`config.mk`:
```
export PLATFORM = sky130hd
export DESIGN_NAME = sysid_check_ctrl
export DESIGN_NICKNAME = d
export VERILOG_FILES = /design/src/rtl/sysid_check_ctrl.sv
export SDC_FILE = /design/constraint.sdc
export NUM_CORES = 1
export LEC_CHECK = 0
export ABC_CLOCK_PERIOD_IN_PS = 4870
export CAP_MARGIN = 0
export CELL_PAD_IN_SITES_DETAIL_PLACEMENT = 0
export CELL_PAD_IN_SITES_GLOBAL_PLACEMENT = 1
export CORE_AREA = 4 4 108 110
export DETAILED_ROUTE_END_ITERATION = 7
export DIE_AREA = 0 0 112 114
export PLACE_DENSITY = 0.9
export SYNTH_ARGS = -nofsm -noshare
export SYNTH_HDL_FRONTEND = slang
export SYNTH_SLANG_ARGS = --single-unit
```
`constraint.sdc`:
```
create_clock -name clock -period 4.87 [get_ports clock]
set_input_delay 0.487 -clock clock [delete_from_list [all_inputs] [get_ports clock]]
set_output_delay 0.487 -clock clock [all_outputs]
set_load 0.1 [all_outputs]
```
`src/rtl/sysid_check_ctrl.sv`:
```
// rtl/sysid_check_ctrl.sv - boot-time system-ID check sequencer and CPU access arbiter
// Reads ID and timestamp words, compares them to build-time constants, retries on mismatch.
module sysid_check_ctrl #(
  parameter logic [31:0] EXPECTED_ID  = 32'd0,
  parameter logic [31:0] EXPECTED_TS  = 32'd1459711255,
  parameter int          READ_LATENCY = 0,
  parameter int          MAX_RETRY    = 3,
  parameter bit          AUTO_START   = 1'b1
) (
  input  logic        clock,
  input  logic        reset_n,
  input  logic        start,
  input  logic        cpu_address,
  input  logic        cpu_read,
  output logic [31:0] cpu_readdata,
  output logic        cpu_waitrequest,
  output logic        sid_address,
  input  logic [31:0] sid_readdata,
  output logic        busy,
  output logic        done,
  output logic        pass,
  output logic        fail_id,
  output logic        fail_ts,
  output logic [3:0]  retry_cnt,
  output logic [31:0] id_value,
  output logic [31:0] ts_value
);

  typedef enum logic [1:0] {IDLE, RD_ID, RD_TS, CHECK} state_t;

  localparam logic [2:0] LAT_MAX   = 3'(READ_LATENCY);
  localparam logic [3:0] RETRY_MAX = 4'(MAX_RETRY);
  localparam state_t     RST_STATE = AUTO_START ? RD_ID : IDLE;

  state_t     state;
  logic [2:0] lat_cnt;
  logic       lat_last;

  assign lat_last = (lat_cnt == LAT_MAX);

  // The CPU owns the slave only while no check runs; its reads reuse lat_cnt for wait states.
  assign sid_address     = busy ? (state == RD_TS) : cpu_address;
  assign cpu_readdata    = busy ? 32'd0 : sid_readdata;
  assign cpu_waitrequest = busy | (cpu_read & ~lat_last);

  always_ff @(posedge clock) begin
    if (!reset_n) begin
      state     <= RST_STATE;
      busy      <= AUTO_START;
      done      <= 1'b0;
      pass      <= 1'b0;
      fail_id   <= 1'b0;
      fail_ts   <= 1'b0;
      retry_cnt <= 4'd0;
      id_value  <= 32'd0;
      ts_value  <= 32'd0;
      lat_cnt   <= 3'd0;
    end else begin
      case (state)
        IDLE: begin
          if (start) begin
            state     <= RD_ID;
            busy      <= 1'b1;
            done      <= 1'b0;
            pass      <= 1'b0;
            retry_cnt <= 4'd0;
            lat_cnt   <= 3'd0;
          end else if (cpu_read) begin
            lat_cnt <= lat_last ? 3'd0 : lat_cnt + 3'd1;
          end
        end
        RD_ID: begin
          if (lat_last) begin
            id_value <= sid_readdata;
            lat_cnt  <= 3'd0;
            state    <= RD_TS;
          end else begin
            lat_cnt <= lat_cnt + 3'd1;
          end
        end
        RD_TS: begin
          if (lat_last) begin
            ts_value <= sid_readdata;
            lat_cnt  <= 3'd0;
            state    <= CHECK;
          end else begin
            lat_cnt <= lat_cnt + 3'd1;
          end
        end
        CHECK: begin
          fail_id <= (id_value != EXPECTED_ID);
          fail_ts <= (ts_value != EXPECTED_TS);
          if ((id_value == EXPECTED_ID) && (ts_value == EXPECTED_TS)) begin
            pass  <= 1'b1;
            done  <= 1'b1;
            busy  <= 1'b0;
            state <= IDLE;
          end else if (retry_cnt < RETRY_MAX) begin
            retry_cnt <= retry_cnt + 4'd1;
            state     <= RD_ID;
          end else begin
            pass  <= 1'b0;
            done  <= 1'b1;
            busy  <= 1'b0;
            state <= IDLE;
          end
        end
        default: state <= IDLE;
      endcase
    end
  end

endmodule

```
==> metrics.md, run 1 <==
| Metric | Value |
|---|---|
| CP bufs+invs | 2 |
| Clk Latency, worst-skew pair | 0.34 ns |
| CP Max Fanout | 7 |
| Pre-Repair DR Iteration Count | 4 |
| Slowest-stage cell, CP | clkdlybuf4s50_1 |
| Synth unique cells | 37 |
| Clock Skew | a little over 0.007 ns |
| Async SR Flop Fraction | 0% |
| Yosys top cell by area | dfxtp_1 |
| Via Count | 3230 |
| Syn Inst Count | ~420 |
| Post-synth top area share | 44.9% |
| CP delay by family, top | buffers and inverters |
| FMAX | about 0.34 GHz |
| Worst EP arrival | between 2 and 2.5 ns |
| Largest net degree at the start of global routing | 73 |
| Critical path, cell by cell | inv_1 > ha_1 > nor2b_1 > o21bai_1 > clkdlybuf4s50_1 |
| Commonest cells in the netlist | nand2_1, dfxtp_1, a21boi_0 |
| Total setup buffers inserted after CTS | 0 |
| Die W | 112 um |
| Detailed Place HPWL | approximately 7700 um |
| Die ar. | 12800 um2 |
| Rows | 38 |
| Antenna violations before repair | 0 |
| Antenna viol nets, final | 0 |
| Wire per inst | 15.1 um |
| Sinks on Clock Net | 78 |
| Syn Nets | 463 |
| Filler cell count | 1063 |
| Vias in the first global route | about 3200 |
| Final Setup Violations | 0 |
| # DRC | 0 |
| Diodes inserted | 0 |
| Starting density of the core | roughly a third |
| Area occupied by multi-input gates | 1780 um2 |
| Share of layout cells above drive strength 1 | 5.06% |
| Status | finished, final reports clean |
| WP data required | 4.38 ns |
| Post-synthesis sequential area ratio | 44.9% |
| Hold crit path type | flop to flop |
| Final net count | around 590 |
| GR Overflow Total | 0 |
| Startpoint Class | flop |
| DR vias/cell | 4.66 |
| CTS tree | done |
| Yosys reg bits | 78 |
| I/O pin total | 144 |
| TNS Setup | 0 ns |
| Max-cap violations | 0 |
| Gr usage total | 16.1% |
| Fin crit period | 2.92 ns |
| Slew Limit Fails | 0 |
| Post-synth EDFFs | 0 |
| Yosys warning total | 0 |
| RSZ-0062 raised after global routing | false |
| WHS | 0.475 ns |
| First-pass GRT wire length | 16600 um |
| H-tree Lvls | 3 |
| CTS Buffer Depth | 2 |
| CP max stage delay | 1.16 ns |
| Dominant synthesized flop cell | dfxtp_1 |
| Gpl congestion | 0.794 |
| Area growth, synth to finish | 48.1% |
| WL final | 10500 um |
| Post-CTS Hold Buffers | 0 |
| Die Ht | 114 um |
| DRT iter0 DRCs | 133 |
| Slew HR | 19.9% |
| Most instantiated library cell after synthesis | nand2_1 |
| Worst Tran Pin Value | 1.20 ns |
| Period Utilization, post-route | 60.0% |
| Crit. End Element | primary output |
| Std-Cell Core Area | 10700 um2 |
| CTS root buffer | clkbuf_8 |
| Post-cts sizing count | 0 |
| Port bufs | 143 |
| Mean Syn Cell Area | 8.29 um2 |
| Cell Area, Synth | 3470 um2 |
| Sequential cell area | 1560 um2 |
| Final Hold Vio Count | 0 |
| Clk pin slew, worst setup/hold paths | 0.08 ns |
| Synth top area cells | dfxtp_1, nand2_1, a21boi_0, nor2b_1, ha_1 |
| Crit path kind | flop to primary output |
| Cts bufs inserted | 9 |
==> final timing paths <==
kind,start,endpoint,slack [ns],cells after the start
worst min register to register,done$_SDFFE_PN0P_,done$_SDFFE_PN0P_,0.47,1
worst max-delay path,lat_cnt[0]$_SDFFE_PN0P_,cpu_waitrequest,1.95,5
worst min-delay path,done$_SDFFE_PN0P_,done$_SDFFE_PN0P_,0.47,1
worst max register to register,lat_cnt[0]$_SDFFE_PN0P_,id_value[27]$_SDFFE_PN0P_,2.65,7
==> state kept, by name (all words and copies together) (netlist names) <==
signal,flops
done,1
busy,1
fail_ts,1
fail_id,1
id_value,32
lat_cnt,3
state,2
pass,1
ts_value,32
retry_cnt,4
==> stage by stage <==
stage / util [%] / instances / setup slack, ns / instance area, um2
after floorplan: - / 419 / 2.01 / 3470
after global placement: 46.7 / 679 / 2.04 / 4990
after detailed placement: 46.7 / 679 / 2.02 / 4990
after CTS: 48.1 / 693 / 1.92 / 5140
after global routing: 48.1 / 693 / 1.86 / 5140
final: 48.1 / 693 / 1.95 / 5140
==> cell families after synthesis <==
group / count (synthesis) / share of synthesized area, %
and+or+nand+nor: 216 / 30.3
AOI/OAI and AO/OA: 79 / 16.8
DFF: 78 / 44.9
buffers and inverters: 33 / 3.82
adders and majority gates: 7 / 2.52
xor gates and xnor gates: 3 / 0.756
muxes: 3 / 0.900
==> worst reg2reg max path, stage by stage (launching register included) <==
cell	delay, ns
dfxtp_1	0.32
inv_1	0.09
ha_1	0.14
nor2b_1	0.37
and2_1	0.61
buf_4	0.38
nand2_1	0.09
a21boi_0	0.15
==> per-layer routing <==
metal	share of wire (%)	vias to the layer above	GRT usage (%)
li1	-	1639	-
met1	46	1479	20.4
met2	46	103	26.9
met3	6.5	9	4.19
met4	1.0	0	5.05
met5	0	-	0
==> cell type report <==
type,instances,share of cell area [%]
clock inverter,5,0.559
multi-input combinational,308,34.6
clock buffer,9,2.41
inverter,7,0.511
timing repair buffer,146,28.2
tap,140,3.40
sequential,78,30.4
==> cells in the final DEF, fill, tap and decap left out, drive strengths merged, types with 2 or more instances in the layout <==
master	count
a21boi	64
a21oi	2
and2	7
buf	4
clkbuf	9
clkdlybuf4s50	142
clkinv	5
dfxtp	78
ha	7
inv	7
mux2i	2
nand2	141
nand4	3
nor2	9
nor2b	35
nor4	12
nor4b	2
o21a	2
o21ai	7
xnor2	2
Power of run 1 is not shown: default switching activity piles up to over one toggle a cycle in this logic, so the estimate is an artifact.
==> run 2, diff against run 1 <==
Settings changed: ABC_CLOCK_PERIOD_IN_PS 4870 to 2840, CORE_AREA 4 4 108 110 to 4 4 113 115, DIE_AREA 0 0 112 114 to 0 0 117 119, PLACE_DENSITY 0.9 to 0.83.
Clock period 4.87 ns to 2.84 ns, I/O delays scaled along.
==> metrics.md, run 2 (synthesized netlist as in run 1, its figures left out) <==
| Metric | Value |
|---|---|
| Rows | 40 (+5.3%) |
| Slew HR | 51.7% (+32 points) |
| Area growth, synth to finish | 47.0% |
| Antenna viol nets, final | 0 (unchanged) |
| Cts bufs inserted | 9 (unchanged) |
| GR Overflow Total | 0 (unchanged) |
| H-tree Lvls | 3 (unchanged) |
| Final Hold Vio Count | 0 (unchanged) |
| Diodes inserted | 0 (unchanged) |
| RSZ-0062 raised after global routing | false |
| Gr usage total | 14.8% (-1.2 points) |
| Die Ht | 119 um (+4.4%) |
| Clock Skew | 0.00884 ns (+0.00169 ns) |
| Critical Path Start | busy$_SDFFE_PN1P_ |
| CTS tree | done |
| Post-Layout Cell Count | 707 (+2.0%) |
| Post-CTS Hold Buffers | 0 (unchanged) |
| # DRC | 0 (unchanged) |
| Die W | 117 um (+4.5%) |
| Share of layout cells above drive strength 1 | 25.4% (+20 points) |
| DR vias/cell | 4.59 (-1.4%) |
| Slew Limit Fails | 0 (unchanged) |
| Largest registers | id_value: 32 flops, ts_value: 32 flops, retry_cnt: 4 flops |
| Worst EP arrival | 1.83 ns (-0.60 ns) |
| Pre-Repair DR Iteration Count | 4 (unchanged) |
| CP Max Fanout | 15 (+8) |
| Vias in the first global route | 3142 (-1.6%) |
| Commonest non-fill, non-tap cells in the layout | nand2_1, buf_4, dfxtp_1, a21boi_0 |
| Antenna violations before repair | 0 (unchanged) |
| TNS Setup | 0 ns (unchanged) |
| Starting density of the core | 29.4% (-3.1 points) |
| Filler cell count | 1181 (+11%) |
| Fin crit period | 2.11 ns |
| DRT iter0 DRCs | 115 (-14%) |
| Largest net degree at the start of global routing | 47 (-36%) |
| Worst Tran Pin Value | 0.725 ns (-0.474 ns) |
| First-pass GRT wire length | 16200 um (-2.0%) |
| Total setup buffers inserted after CTS | 0 (unchanged) |
| Post-cts sizing count | 0 (unchanged) |
| Crit. End Element | primary output |
| Reg2reg start | lat_cnt[0]$_SDFFE_PN0P_ |
| Max-cap violations | 0 (unchanged) |
| CP max stage delay | 0.78 ns (-0.38 ns) |
| Via Count | 3248 (+0.56%) |
| Critical path, cell by cell | buf_4 > o21bai_1 > buf_12 |
| I/O pin total | 144 (unchanged) |
| Sinks on Clock Net | 78 (unchanged) |
| WL final | 10400 um (-0.33%) |
| Hold Crit Start | pass$_SDFFE_PN0P_ |
| FMAX | 0.473 GHz |
| CTS Buffer Depth | 2 (unchanged) |
| Clk Latency, worst-skew pair | 0.33 ns (about the same) |
| Final Setup Violations | 0 (unchanged) |
| Detailed Place HPWL | 7970 um (+3.8%) |
| Final net count | 599 (+0.84%) |
| Period Utilization, post-route | 74.5% |
| Slowest-stage cell, CP | dfxtp_1 |
| Dpl cells | 691 (+1.8%) |
| Gpl congestion | 0.791 (-0.48%) |
| CP bufs+invs | 2 (unchanged) |
| Std-Cell Core Area | 11800 um2 (+10%) |
| Clk pin slew, worst setup/hold paths | 0.06 ns (-0.02 ns) |
| CTS root buffer | clkbuf_16 |
| CP delay by family, top | flip-flops |
| Wire per inst | 14.7 um (-2.3%) |
| Status | finished, final reports clean |
| Hold crit path type | flop to flop |
| Port bufs | 143 (unchanged) |
| Commonest non-fill, non-tap cell in the layout | nand2_1 |
| Final Util | 43.2% (-4.9 points) |
| Die ar. | 13900 um2 (+9.0%) |
| WP data required | 2.56 ns (-1.82 ns) |
| Crit path kind | flop to primary output |
| WHS | 0.476 ns (+0.00155 ns) |
| Startpoint Class | flop |
[run 2: worst reg2reg max path, stage by stage, from the launching register on]
cell	delay [ns]
dfxtp_1	0.31
inv_1	0.08
ha_1	0.14
nor2b_1	0.33
and2_1	0.54
buf_4	0.34
nand2_1	0.08
a21boi_0	0.16
[run 2: layout make-up]
cell class	count	area [um2]	share of cell area (%)
clock inverters	7	72.6	1.42
multi-input cells	308	1780	34.9
well taps	147	184	3.60
repair buffers	151	1260	24.6
flip-flops and latches	78	1560	30.6
inverters	7	26.3	0.515
clock buffers	9	225	4.41
[run 2: worst paths after layout]
kind	cells past startpoint	slack (ns)	to
worst max-delay path	3	0.73	cpu_waitrequest
worst min-delay path	2	0.48	pass$_SDFFE_PN0P_
worst max register to register	7	0.78	id_value[11]$_SDFFE_PN0P_
worst min register to register	2	0.48	pass$_SDFFE_PN0P_
[run 2: metal layers]
| layer | share of wire, % | up-vias | global-route usage, % |
|---|---|---|---|
| met5 | 0 | - | 0 |
| met4 | 0.93 | 0 | 3.73 |
| met3 | 8.3 | 8 | 4.88 |
| met2 | 46 | 107 | 23.5 |
| met1 | 45 | 1488 | 19.4 |
| li1 | - | 1645 | - |
[run 2: through the flow]
stage | worst slack, ns | area, um2
after floorplan | 0.186 | 3470
after global placement | 0.852 | 4810
after detailed placement | 0.756 | 4810
after CTS | 0.686 | 5110
after global routing | 0.513 | 5110
final | 0.725 | 5110
Power of run 2 is left out for the same reason.
==> run 3, diff against run 2 <==
Settings changed: ABC_CLOCK_PERIOD_IN_PS 2840 to 2200.
Clock period 2.84 ns to 2.2 ns, I/O delays scaled along.
==> metrics.md, run 3 (synthesized netlist as in run 1, its figures left out) <==
| Metric | Value |
|---|---|
| DP Area | 5240 um2 (+9.0%) |
| Critical path, cell by cell | ha_1 > or4b_1 > a221oi_2 > xor2_1 > and2_1 |
| Period Utilization, post-route | 85.3% |
| CP Max Fanout | 7 (-8) |
| Clock Skew | 0.00808 ns (-0.000757 ns) |
| Design area | 5550 um2 (+8.7%) |
| Die W | 117 um (unchanged) |
| Die ar. | 13900 um2 (unchanged) |
| Slew Limit Fails | 0 (unchanged) |
| RSZ-0062 raised after global routing | false |
| DR vias/cell | 4.66 (+1.5%) |
| WP data required | 2.42 ns (-0.14 ns) |
| Crit path kind | flop to flop |
| Hold crit path type | input port to flop |
| DRT iter0 DRCs | 139 (+21%) |
| GR Overflow Total | 0 (unchanged) |
| Antenna violations before repair | 0 (unchanged) |
| Final Hold Vio Count | 0 (unchanged) |
| Die Ht | 119 um (unchanged) |
| Clk Latency, worst-skew pair | 0.33 ns (about the same) |
| Status | finished, final reports clean |
| Detailed Place HPWL | 8220 um (+3.1%) |
| Slowest-stage cell, CP | or4b_1 |
| I/O pin total | 144 (unchanged) |
| Port bufs | 143 (unchanged) |
| Gpl congestion | 0.799 (+1.1%) |
| Antenna viol nets, final | 0 (unchanged) |
| Post-CTS Hold Buffers | 0 (unchanged) |
| Setup ws final | 0.324 ns (-0.402 ns) |
| FMAX | 0.533 GHz |
| Worst EP arrival | 2.10 ns (+0.27 ns) |
| CP delay by family, top | simple AND/OR/NAND/NOR gates |
| Cts bufs inserted | 9 (unchanged) |
| Wire per inst | 15.6 um (+5.9%) |
| Crit. End Element | flop |
| Largest net degree at the start of global routing | 33 (-30%) |
| Vias in the first global route | 3317 (+5.6%) |
| Max-cap violations | 0 (unchanged) |
| Commonest non-fill, non-tap cells in the layout | nand2_1, buf_4, dfxtp_1, a21boi_0, buf_12 |
| Starting density of the core | 29.4% (unchanged) |
| Total setup buffers inserted after CTS | 0 (unchanged) |
| First-pass GRT wire length | 17300 um (+6.8%) |
| CTS tree | done |
| Via Count | 3286 (+1.2%) |
| Area growth, synth to finish | 59.8% |
| Place WS | 0.348 ns (-0.408 ns) |
| CTS Buffer Depth | 2 (unchanged) |
| Commonest non-fill, non-tap cell in the layout | nand2_1 |
| Rows | 40 (unchanged) |
| # DRC | 0 (unchanged) |
| Worst Tran Pin Value | 0.463 ns (-0.261 ns) |
| CTS root buffer | clkbuf_16 |
| Clk pin slew, worst setup/hold paths | 0.06 ns (about the same) |
| WL final | 11000 um (+5.6%) |
| Slew HR | 68.8% (+17 points) |
| Post-cts sizing count | 0 (unchanged) |
| H-tree Lvls | 3 (unchanged) |
| Diodes inserted | 0 (unchanged) |
| Pre-Repair DR Iteration Count | 4 (unchanged) |
| Startpoint Class | flop |
| Filler cell count | 1146 (-3.0%) |
| Std-Cell Core Area | 11800 um2 (unchanged) |
| Sinks on Clock Net | 78 (unchanged) |
| Final Setup Violations | 0 (unchanged) |
| CP bufs+invs | 0 (-2) |
| CP max stage delay | 0.52 ns (-0.26 ns) |
| TNS Setup | 0 ns (unchanged) |
| Fin crit period | 1.88 ns |
| Register-to-register setup slack | 0.32 ns (-0.46 ns) |
| Final Util | 47.0% (+3.8 points) |
| Final net count | 598 (-0.17%) |
| Gr usage total | 15.7% (+0.83 points) |
| Largest registers | id_value: 32 flops, ts_value: 32 flops, retry_cnt: 4 flops |
| Share of layout cells above drive strength 1 | 26.3% (+0.99 points) |
## run 3: cell types whose count changed in the layout (fill, tap and decap cells not counted), moves of 2 or more
cell      change
dfxtp_1       -7
clkinv_2      -2
buf_4        -35
dfxtp_2       +7
buf_12       +34
## run 3: worst paths after layout
check	start	depth (start not counted)	to
worst max register to register	state[1]$_SDFFE_PN0P_	5	retry_cnt[0]$_SDFFE_PN0P_
worst min register to register	ts_value[25]$_SDFFE_PN0P_	2	ts_value[25]$_SDFFE_PN0P_
worst max-delay path	state[1]$_SDFFE_PN0P_	5	retry_cnt[0]$_SDFFE_PN0P_
worst min-delay path	reset_n	3	fail_ts$_SDFFE_PN0P_
## run 3: layout make-up
type	instances	area (um2)	share of cell area, %
sequential	78	1570	28.3
clock buffer	10	229	4.12
timing repair buffer	150	1670	30.2
clock inverter	5	83.8	1.51
multi-input combinational	308	1780	32.1
inverter	7	26.3	0.473
tap	147	184	3.31
## run 3: worst register-to-register path, stage by stage, from the launching register on
cell and delay [ns]:
dfxtp_1 0.40, ha_1 0.29, or4b_1 0.52, a221oi_2 0.30, xor2_1 0.10, and2_1 0.17
## run 3: routing by layer
layer	routed length, um	part of all wire [%]	vias up	track usage [%]
li1	-	-	1650	-
met1	4880	44	1518	20.0
met2	5260	48	106	26.2
met3	738	6.7	12	4.57
met4	135	1.2	0	3.15
met5	0	0	-	0
## run 3: metrics by stage
stage,hold WS (ns),cells
2_1_floorplan,0.357,419
3_3_place_gp,0.461,690
3_5_place_dp,0.458,690
4_1_cts,0.375,705
5_1_grt,0.403,705
6_report,0.374,705
Power of run 3 is left out for the same reason.
